--- src/rtl/stream_framer.sv ---
// Packs a valid/ready word stream into frames of one header word plus PAYLOAD_WORDS payload words.
// The output is a single registered slot that is reloaded only when it is empty or being drained.
module stream_framer #(
  parameter int          DATA_WIDTH    = 64,
  parameter int          PAYLOAD_WORDS = 8,
  parameter logic [15:0] HEADER_MAGIC  = 16'hA5C3
) (
  input  logic                  clk,
  input  logic                  rst,
  input  logic                  enable,
  input  logic [DATA_WIDTH-1:0] din,
  input  logic                  din_valid,
  output logic                  din_ready,
  output logic [DATA_WIDTH-1:0] dout,
  output logic                  dout_valid,
  output logic                  dout_last,
  input  logic                  dout_ready,
  output logic [31:0]           frame_count
);

  localparam logic [15:0] PW16     = 16'(PAYLOAD_WORDS);
  localparam logic [15:0] LAST_IDX = 16'(PAYLOAD_WORDS - 1);

  typedef enum logic [0:0] {IDLE, PAYLOAD} state_t;

  state_t                state, state_nx;
  logic [31:0]           seq, seq_nx;
  logic [15:0]           word_cnt, word_cnt_nx;
  logic [DATA_WIDTH-1:0] dout_nx;
  logic                  dout_valid_nx, dout_last_nx;
  logic                  slot_free, accept;

  // Header occupies the low 64 bits; any extra MSBs stay zero.
  function automatic logic [DATA_WIDTH-1:0] make_header(input logic [31:0] s);
    logic [DATA_WIDTH-1:0] h;
    h        = '0;
    h[63:0]  = {HEADER_MAGIC, PW16, s};
    return h;
  endfunction

  assign slot_free = !dout_valid || dout_ready;
  assign din_ready = (state == PAYLOAD) && slot_free;
  assign accept    = din_valid && din_ready;

  always_comb begin
    state_nx      = state;
    seq_nx        = seq;
    word_cnt_nx   = word_cnt;
    dout_nx       = dout;
    dout_valid_nx = dout_valid;
    dout_last_nx  = dout_last;
    unique case (state)
      IDLE: begin
        if (enable && din_valid && slot_free) begin
          dout_nx       = make_header(seq);
          dout_valid_nx = 1'b1;
          dout_last_nx  = 1'b0;
          seq_nx        = seq + 32'd1;
          word_cnt_nx   = '0;
          state_nx      = PAYLOAD;
        end else if (slot_free) begin
          dout_valid_nx = 1'b0;
          dout_last_nx  = 1'b0;
        end
      end
      PAYLOAD: begin
        if (accept) begin
          dout_nx       = din;
          dout_valid_nx = 1'b1;
          word_cnt_nx   = word_cnt + 16'd1;
          dout_last_nx  = (word_cnt == LAST_IDX);
          if (word_cnt == LAST_IDX) state_nx = IDLE;
        end else if (slot_free) begin
          // Bubble: slot drained with nothing new to load.
          dout_valid_nx = 1'b0;
          dout_last_nx  = 1'b0;
        end
      end
      default: state_nx = IDLE;
    endcase
  end

  always_ff @(posedge clk or negedge rst) begin
    if (!rst) begin
      state      <= IDLE;
      seq        <= '0;
      word_cnt   <= '0;
      dout       <= '0;
      dout_valid <= 1'b0;
      dout_last  <= 1'b0;
    end else begin
      state      <= state_nx;
      seq        <= seq_nx;
      word_cnt   <= word_cnt_nx;
      dout       <= dout_nx;
      dout_valid <= dout_valid_nx;
      dout_last  <= dout_last_nx;
    end
  end

  always_ff @(posedge clk or negedge rst) begin
    if (!rst)                                  frame_count <= '0;
    else if (dout_valid && dout_ready && dout_last) frame_count <= frame_count + 32'd1;
  end

endmodule

--- config.mk ---
export PLATFORM = sky130hd
export DESIGN_NAME = stream_framer
export DESIGN_NICKNAME = d
export VERILOG_FILES = /design/src/rtl/stream_framer.sv
export SDC_FILE = /design/constraint.sdc
export NUM_CORES = 1
export LEC_CHECK = 0
export ABC_CLOCK_PERIOD_IN_PS = 1650
export CAP_MARGIN = 25
export CELL_PAD_IN_SITES_DETAIL_PLACEMENT = 1
export CELL_PAD_IN_SITES_GLOBAL_PLACEMENT = 1
export CORE_MARGIN = 3
export CORE_UTILIZATION = 35
export CTS_BUF_LIST = sky130_fd_sc_hd__clkbuf_2
export CTS_CLUSTER_DIAMETER = 120
export DETAILED_ROUTE_END_ITERATION = 12
export PLACE_DENSITY_LB_ADDON = 0.1
export RECOVER_POWER = 50
export SYNTH_ARGS = -nofsm -noshare
export SYNTH_HDL_FRONTEND = slang
export SYNTH_SLANG_ARGS = --single-unit
--- constraint.sdc ---
create_clock -name clk -period 1.65 [get_ports clk]
set_input_delay 0.33 -clock clk [delete_from_list [all_inputs] [get_ports clk]]
set_output_delay 0.33 -clock clk [all_outputs]
set_load 0.05 [all_outputs]
# After elaboration in Yosys (flattened, before gate mapping)
# Cells that the tools add are included.
# totals
register_bits,147
in_bits,69
word_cells,42
# op_classes
addsub,3
n_eq_ne,3
muxes,18
bitwise_logic,1
n_reduce_logical,10
# op_table
op,count
64-bit 2-to-1 mux,2
64-bit case mux with 2 select lines,1
"32-bit by 1-bit adder with 32-bit output, second input constant",2
16-bit 2-to-1 mux,2
16-bit case mux with 2 select lines,1
"16-bit by 1-bit adder with 16-bit output, second input constant",1
"16-bit by 3-bit == test with 1-bit output, second input constant",1
1-bit 2-to-1 mux,9
1-bit logical AND,6
1-bit case mux with 2 select lines,3
2-bit AND reduction,2
"2-bit by 1-bit inequality test with 1-bit output, second input constant",1
"2-bit inequality test, second input constant",1
1-bit logical NOT,1
1-bit logical OR,1
1-bit NOT,1

# Longest topological paths before layout
# Gate-level depths: netlist (run 1).
# depth
depth_word,6
mapped_depth,7
ltp_nobuf,6

# Worst setup path before layout (run 1)
# No wires, ideal clock.
# synth_timing
kind,register to register
from,register frame_count[0]
to,register frame_count[26]
t_arrival_ns,2.099
required_time_ns,1.568
path_slack_ns,-0.531
path_stages_with_launch,8
n_path_buf,1
path_cell_list,dfrtp_1 ha_1 and4_1 nand2_1 or4_1 buf_2 nor3_2 xor2_1
# synth_via
elab_chain_cells,1
# synth_lines
element,line,source
start: declaration,18,output logic [31:0] frame_count
start signal: assignment,103,else if (dout_valid && dout_ready && dout_last) frame_count <= frame_count + 32'd1;
32-bit by 1-bit adder with 32-bit output,103,
# Every way passes these cells.
# A chain may end at the register's enable or synchronous reset.

# Worst setup path in the final report (run 1)
# layout_timing
from,register state
to,output port din_ready
# layout_via
elab_chain_cells,1
# layout_lines
element,line,source
start: declaration,26,"state_t state, state_nx;"
start signal: assignment,92,state <= state_nx;
1-bit logical AND,42,assign din_ready = (state == PAYLOAD) && slot_free;
end: declaration,13,"output logic din_ready,"
# Every way passes these cells.

==> impl_metrics.tcl, run 1 <==
set metrics [dict create \
    cts_tree "yes" \
    worstSetupPathType "reg -> out" \
    crit_chain "buf_12 > and2_4 > buf_12" \
    cp.arrival_ns 1.68 \
    peakVddDrop_v 0.000852 \
    hp-class "in -> reg" \
    worstPathMaxFanout 15 \
    clkLatencyLatePin_ns 0.78 \
    vias_per_cell 5.15 \
    place_ws_ns -0.623 \
    setup-violations-final 182 \
    numPortBuffers 167 \
    grt_pass1_vias 6505 \
    synth_seq_cells 147 \
    fmax_mhz 497 \
    cp_num_buf_inv 2 \
    routed_wirelength_um 24600 \
    slew_viol_final 0 \
    firstDrtPassIters 4 \
    cp_common_cell "buf_12" \
    ys_seq_area_frac 0.573 \
    instances_no_fill 1178 \
    yosysWarnings 0 \
    violations "negative setup slack" \
    hold-worst-slack_ns 0.131 \
    htree_num_levels 4 \
    power_density_nw_per_um2 1220 \
    hold_depth 3 \
    dp.cells 1049 \
    drtAntennaViolNets 0 \
    fin_crit_sh 1.22 \
    synth_top_area_frac 0.573 \
    place_area_um2 9020 \
    n_fill_cell 1752 \
    tightest_slew_ns 1.12 \
    rr_endpoint "frame_count[23]" \
    cts-root-buf "clkbuf_2" \
    drive_above_1_share 0.452 \
    antenna_found_initial 1 \
    endpoint_kind "output port" \
    clockBufferDepth 2 \
    clock_sinks 147 \
    synth_nets 656 \
    syn_inst 584 \
    cp_top_family "flip-flops" \
    io_pins 168 \
    die_w_um 141 \
    drtIter0Drc 221 \
    reg2reg_depth 5 \
    multi_input_area_um2 3140 \
    start_kind "register" \
    grt_pass1_wl_um 34000 \
    syn_to_final_growth_pct 73.6 \
    drc_errors 0 \
    area.sequential_um2 3710 \
    slowest_delay_ns 0.49 \
    grt_usage 0.214 \
    die_h_um 141 \
    min_to "dout[61]" \
    start_util 0.364 \
    ff2ff_setup_slack_ns -0.36 \
    ys_types 43 \
    fin_ws_ns -0.363 \
    ys_async_sr_fraction 1.00 \
    r2r-start "frame_count[13]" \
    status "finished, violations left" \
    synth_common_cells "dfrtp_1 (147), nand2_1 (75), xnor2_1 (48)" \
    synth_ff_type "dfrtp_1" \
    period_needed_ns 2.01 \
    synth_most_common_cell "dfrtp_1" \
    worstPathRequired_ns 1.32 \
    min-delay-start "din[61]" \
    vias 6063 \
    crit_path_top_delay_cell "dfrtp_2" \
    finalWeightedCongestion 0.783 \
    relSlewSlack 0.254 \
    syn_area_um2 6420 \
    skew_ns 0.0446 \
    postSynthAreaPerCell_um2 11.0 \
    post-route-cell-area_um2 11200 \
    grt.overflow.total 0 \
    core_um2 17700 \
    clk_pin_slew_ns 0.20 \
    final_net_count 1011 \
    die_area_um2 20000 \
    p_leak_uw 0.00556 \
    yosys-top-cells-area "dfrtp_1 (57%), xnor2_1 (6.5%), mux2i_1 (5.0%), nand2_1 (4.4%), xor2_1 (3.3%)" \
    finalHoldViolCount 0 \
    synth-edff-count 0 \
    yosysTopAreaCell "dfrtp_1" \
    num_rows 48 \
    hpwl_um 14000 \
    grt_max_degree 45 \
    maxCapViolCount 0 \
    rsz0062_at_grt "yes" \
    cts_buffers 17 \
    wl_per_cell_um 20.9 \
]
==> flip-flops by register name, indices dropped and copies added (netlist names) <==
| register | count |
|---|---|
| dout | 64 |
| frame_count | 32 |
| seq | 32 |
| word_cnt | 16 |
| dout_last | 1 |
| dout_valid | 1 |
| state | 1 |
==> per-layer routing <==
layer	vias up	global-route usage	share of wire
met4	0	0.0646	0.017
met3	31	0.0512	0.044
li1	2740	-	-
met2	167	0.381	0.55
met1	3125	0.257	0.39
met5	-	0	0
==> worst max path at each step <==
stage	startpoint	end	slack, ns	cells after the start
3_5_place_dp	dout_ready	frame_count[29]	-0.62	6
6_report	state	din_ready	-0.36	3
5_1_grt	state	din_ready	-0.46	3
2_1_floorplan	frame_count[0]	frame_count[26]	-0.35	7
4_1_cts	dout_valid	din_ready	-0.42	4
3_3_place_gp	dout_ready	frame_count[30]	-0.53	6
==> stage by stage <==
step                total power [uW]  utilization  setup TNS (ns)
floorplan                       8000            -           -6.14
global placement                9940        0.511          -52.97
detailed placement             10100        0.511          -57.73
CTS                            13100        0.588          -18.93
global route                   14300        0.632          -37.79
finish                         13600        0.632          -19.95
==> power breakdown <==
part	internal, uW	total [uW]	switching, uW
Clock	966	2290	1330
Combinational	2780	6510	3730
Sequential	4280	4830	554
==> cells by family after synthesis <==
group | count (synthesis) | share of synthesized area
DFF | 147 | 0.573
muxes | 33 | 0.0516
adders and majority gates | 3 | 0.00584
xor gates and xnor gates | 72 | 0.0982
AOI/OAI and AO/OA | 74 | 0.0754
buffers and inverters | 39 | 0.0238
and+or+nand+nor | 216 | 0.173
==> cell usage in the layout, fill, tap and decap left out, types with 13 or more instances in the layout <==
master and instances:
dfrtp_2 24, mux2i_1 32, clkdlybuf4s50_1 67, inv_1 13, dfrtp_1 123, nor2_1 20
nand4_1 16, buf_12 14, nand3_1 21, buf_4 134, xor2_1 21, buf_8 19
buf_6 118, o21ai_0 28, xnor2_1 35, a22o_1 19, clkbuf_2 21, xnor2_2 13
nand2_1 69
==> tightest hold or removal path, stage by stage <==
cell	delay (ns)
clkdlybuf4s50_1	0.40
inv_1	0.05
a31oi_1	0.07
==> final cells by class <==
type / instances / area share
timing repair buffer: 362 / 0.333
tap: 225 / 0.0252
clock buffer: 18 / 0.00808
multi-input combinational: 398 / 0.281
inverter: 13 / 0.00438
sequential: 147 / 0.333
antenna: 1 / 0.000224
clock inverter: 14 / 0.0150
==> timing repair <==
action | 4_1_cts | 5_1_grt
cloned | 1 | 3
setup endpoints to repair | 143 | 168
buffers inserted | 51 | 42
resized for setup | 179 | 100
hold buffers | 2 | 0
hold endpoints to repair | 147 | 0
pin swaps | 26 | 44
(Power assumes the default switching activity.)
==> run 2: changes to the inputs <==
PLACE_DENSITY = 0.82   (was unset)
PLACE_DENSITY_LB_ADDON = unset   (was 0.1)
==> impl_metrics.tcl, run 2 (same netlist as run 1, synthesis figures left out) <==
set metrics [dict create \
    vias_per_cell 5.43 \
    grt_max_degree 44 \
    drtAntennaViolNets 0 \
    largest_register_ffs 64 \
    vias 6525 \
    grtUsageMet1 0.279 \
    clockBufferDepth 2 \
    clkLatencyLatePin_ns 0.79 \
    grt_usage 0.238 \
    post-route-cell-area_um2 11500 \
    tightest_slew_ns 1.35 \
    firstDrtPassIters 5 \
    fin_crit_sh 1.35 \
    slew_viol_final 0 \
    syn_to_final_growth_pct 78.9 \
    numPortBuffers 167 \
    worstPathRequired_ns 2.37 \
    ff2ff_setup_slack_ns -0.58 \
    setup-violations-final 223 \
    cts-root-buf "clkbuf_2" \
    drtIter0Drc 364 \
    die_h_um 141 \
    finalHoldViolCount 0 \
    fmax_mhz 448 \
    r2r-start "frame_count[13]" \
    p_seq_frac 0.350 \
    endpoint_kind "register" \
    cp.arrival_ns 2.96 \
    reg2reg_depth 6 \
    place_area_um2 9010 \
    drc_errors 0 \
    gr-max-usage-layer "met2" \
    period_needed_ns 2.23 \
    hold_depth 3 \
    start_kind "register" \
    p_leak_uw 0.00570 \
    cts_tree "yes" \
    violations "negative setup slack" \
    rsz0062_at_grt "yes" \
    crit_path_top_delay_cell "or4_4" \
    grt_util_met3 0.0495 \
    top_regs "dout (64), frame_count (32), seq (32)" \
    min-delay-start "din[61]" \
    clock_sinks 147 \
    clk_pin_slew_ns 0.29 \
    maxCapViolCount 0 \
    min_to "dout[61]" \
    wl_per_cell_um 25.0 \
    htree_num_levels 4 \
    p_sw_frac 0.433 \
    grt_pass1_vias 6672 \
    antenna_found_initial 1 \
    relSlewSlack 0.0966 \
    clock_power_share 0.163 \
    die_w_um 141 \
    routed_wirelength_um 30000 \
    fin_ws_ns -0.585 \
    cts_buffers 17 \
    core_um2 17700 \
    internal_power_uw 8020 \
    final_net_count 1033 \
    worstPathMaxFanout 3 \
    top_register "dout" \
    power_density_nw_per_um2 1230 \
    worstSetupPathType "reg -> reg" \
    finalWeightedCongestion 0.818 \
    hp-class "in -> reg" \
    rr_endpoint "frame_count[29]" \
    grt.overflow.total 0 \
    status "finished, violations left" \
    io_pins 168 \
    hpwl_um 14500 \
    n_fill_cell 1742 \
    crit_chain "and3_4 > or3b_4 > or4_4 > buf_12 > nor3_4 > xor2_1" \
    place_ws_ns -0.641 \
    final_common_cell "buf_4" \
    grt_pass1_wl_um 37300 \
    peakVddDrop_v 0.00106 \
    pwr-share-comb 0.487 \
    drive_above_1_share 0.472 \
    switchingPower_uw 6130 \
    die_area_um2 20000 \
    multi_input_area_um2 3170 \
    met2_usage 0.426 \
    slowest_delay_ns 0.58 \
    skew_ns 0.0648 \
    final_cell_mix "buf_4 (140), buf_6 (127), dfrtp_1 (123), clkdlybuf4s50_1 (67), nand2_1 (65)" \
    area.sequential_um2 3710 \
    start_util 0.364 \
    num_rows 48 \
]
-- run 2: layout make-up --
| type | instances | share of cell area |
|---|---|---|
| flip-flops and latches | 147 | 0.323 |
| repair buffers | 384 | 0.351 |
| multi-input cells | 398 | 0.276 |
| clock buffers | 17 | 0.00740 |
| clock inverters | 15 | 0.0144 |
| well taps | 225 | 0.0245 |
| diodes | 2 | 0.000435 |
| inverters | 13 | 0.00425 |
-- run 2: how the worst max path moves through the flow --
| stage | startpoint | end | slack [ns] | cells past startpoint |
|---|---|---|---|---|
| floorplan | frame_count[0] | frame_count[26] | -0.35 | 7 |
| global placement | dout_ready | frame_count[30] | -0.57 | 6 |
| detailed placement | dout_ready | frame_count[29] | -0.64 | 6 |
| CTS | dout_valid | din_ready | -0.48 | 5 |
| global route | frame_count[13] | frame_count[29] | -0.65 | 6 |
| finish | frame_count[13] | frame_count[29] | -0.58 | 6 |
-- run 2: power by group through the flow --
| stage | Clock [uW] | Combinational (uW) | Sequential (uW) |
|---|---|---|---|
| 3_3_place_gp | 0 | 5100 | 4750 |
| 6_report | 2310 | 6890 | 4960 |
| 5_1_grt | 2500 | 7180 | 5010 |
| 4_1_cts | 2260 | 6060 | 4830 |
| 3_5_place_dp | 0 | 5240 | 4810 |
| 2_1_floorplan | 0 | 1250 | 6750 |
-- run 2: worst max-delay path, delay by kind of cell (launching register included) --
kind / cells / cell delay [ns]
AND/OR/NAND/NOR: 4 / 1.33
flip-flops: 1 / 0.46
XOR/XNOR: 1 / 0.24
buffers and inverters: 1 / 0.16
-- run 2: per-layer routing --
layer	wire length (um)	up-vias
li1	-	2790
met1	10900	3366
met2	16500	289
met3	1680	80
met4	964	0
met5	0	-
-- run 2: per-stage QoR --
step | std cells | total power, uW | hold WS [ns] | util | setup TNS, ns
floorplan | 584 | 8000 | 0.0344 | - | -6.14
global placement | 1045 | 9850 | 0.254 | 0.510 | -58.12
detailed placement | 1045 | 10100 | 0.258 | 0.510 | -68.50
CTS | 1144 | 13200 | 0.0271 | 0.595 | -17.76
global route | 1200 | 14700 | 0.0469 | 0.651 | -48.32
finish | 1201 | 14200 | 0.116 | 0.651 | -25.09
-- run 2: what timing repair did --
action,in CTS,in global routing
hold buffers,2,0
pin swaps,45,56
gates cloned,1,11
buffers inserted,64,55
resized for setup,186,127
hold endpoints to repair,147,0
setup endpoints to repair,170,203
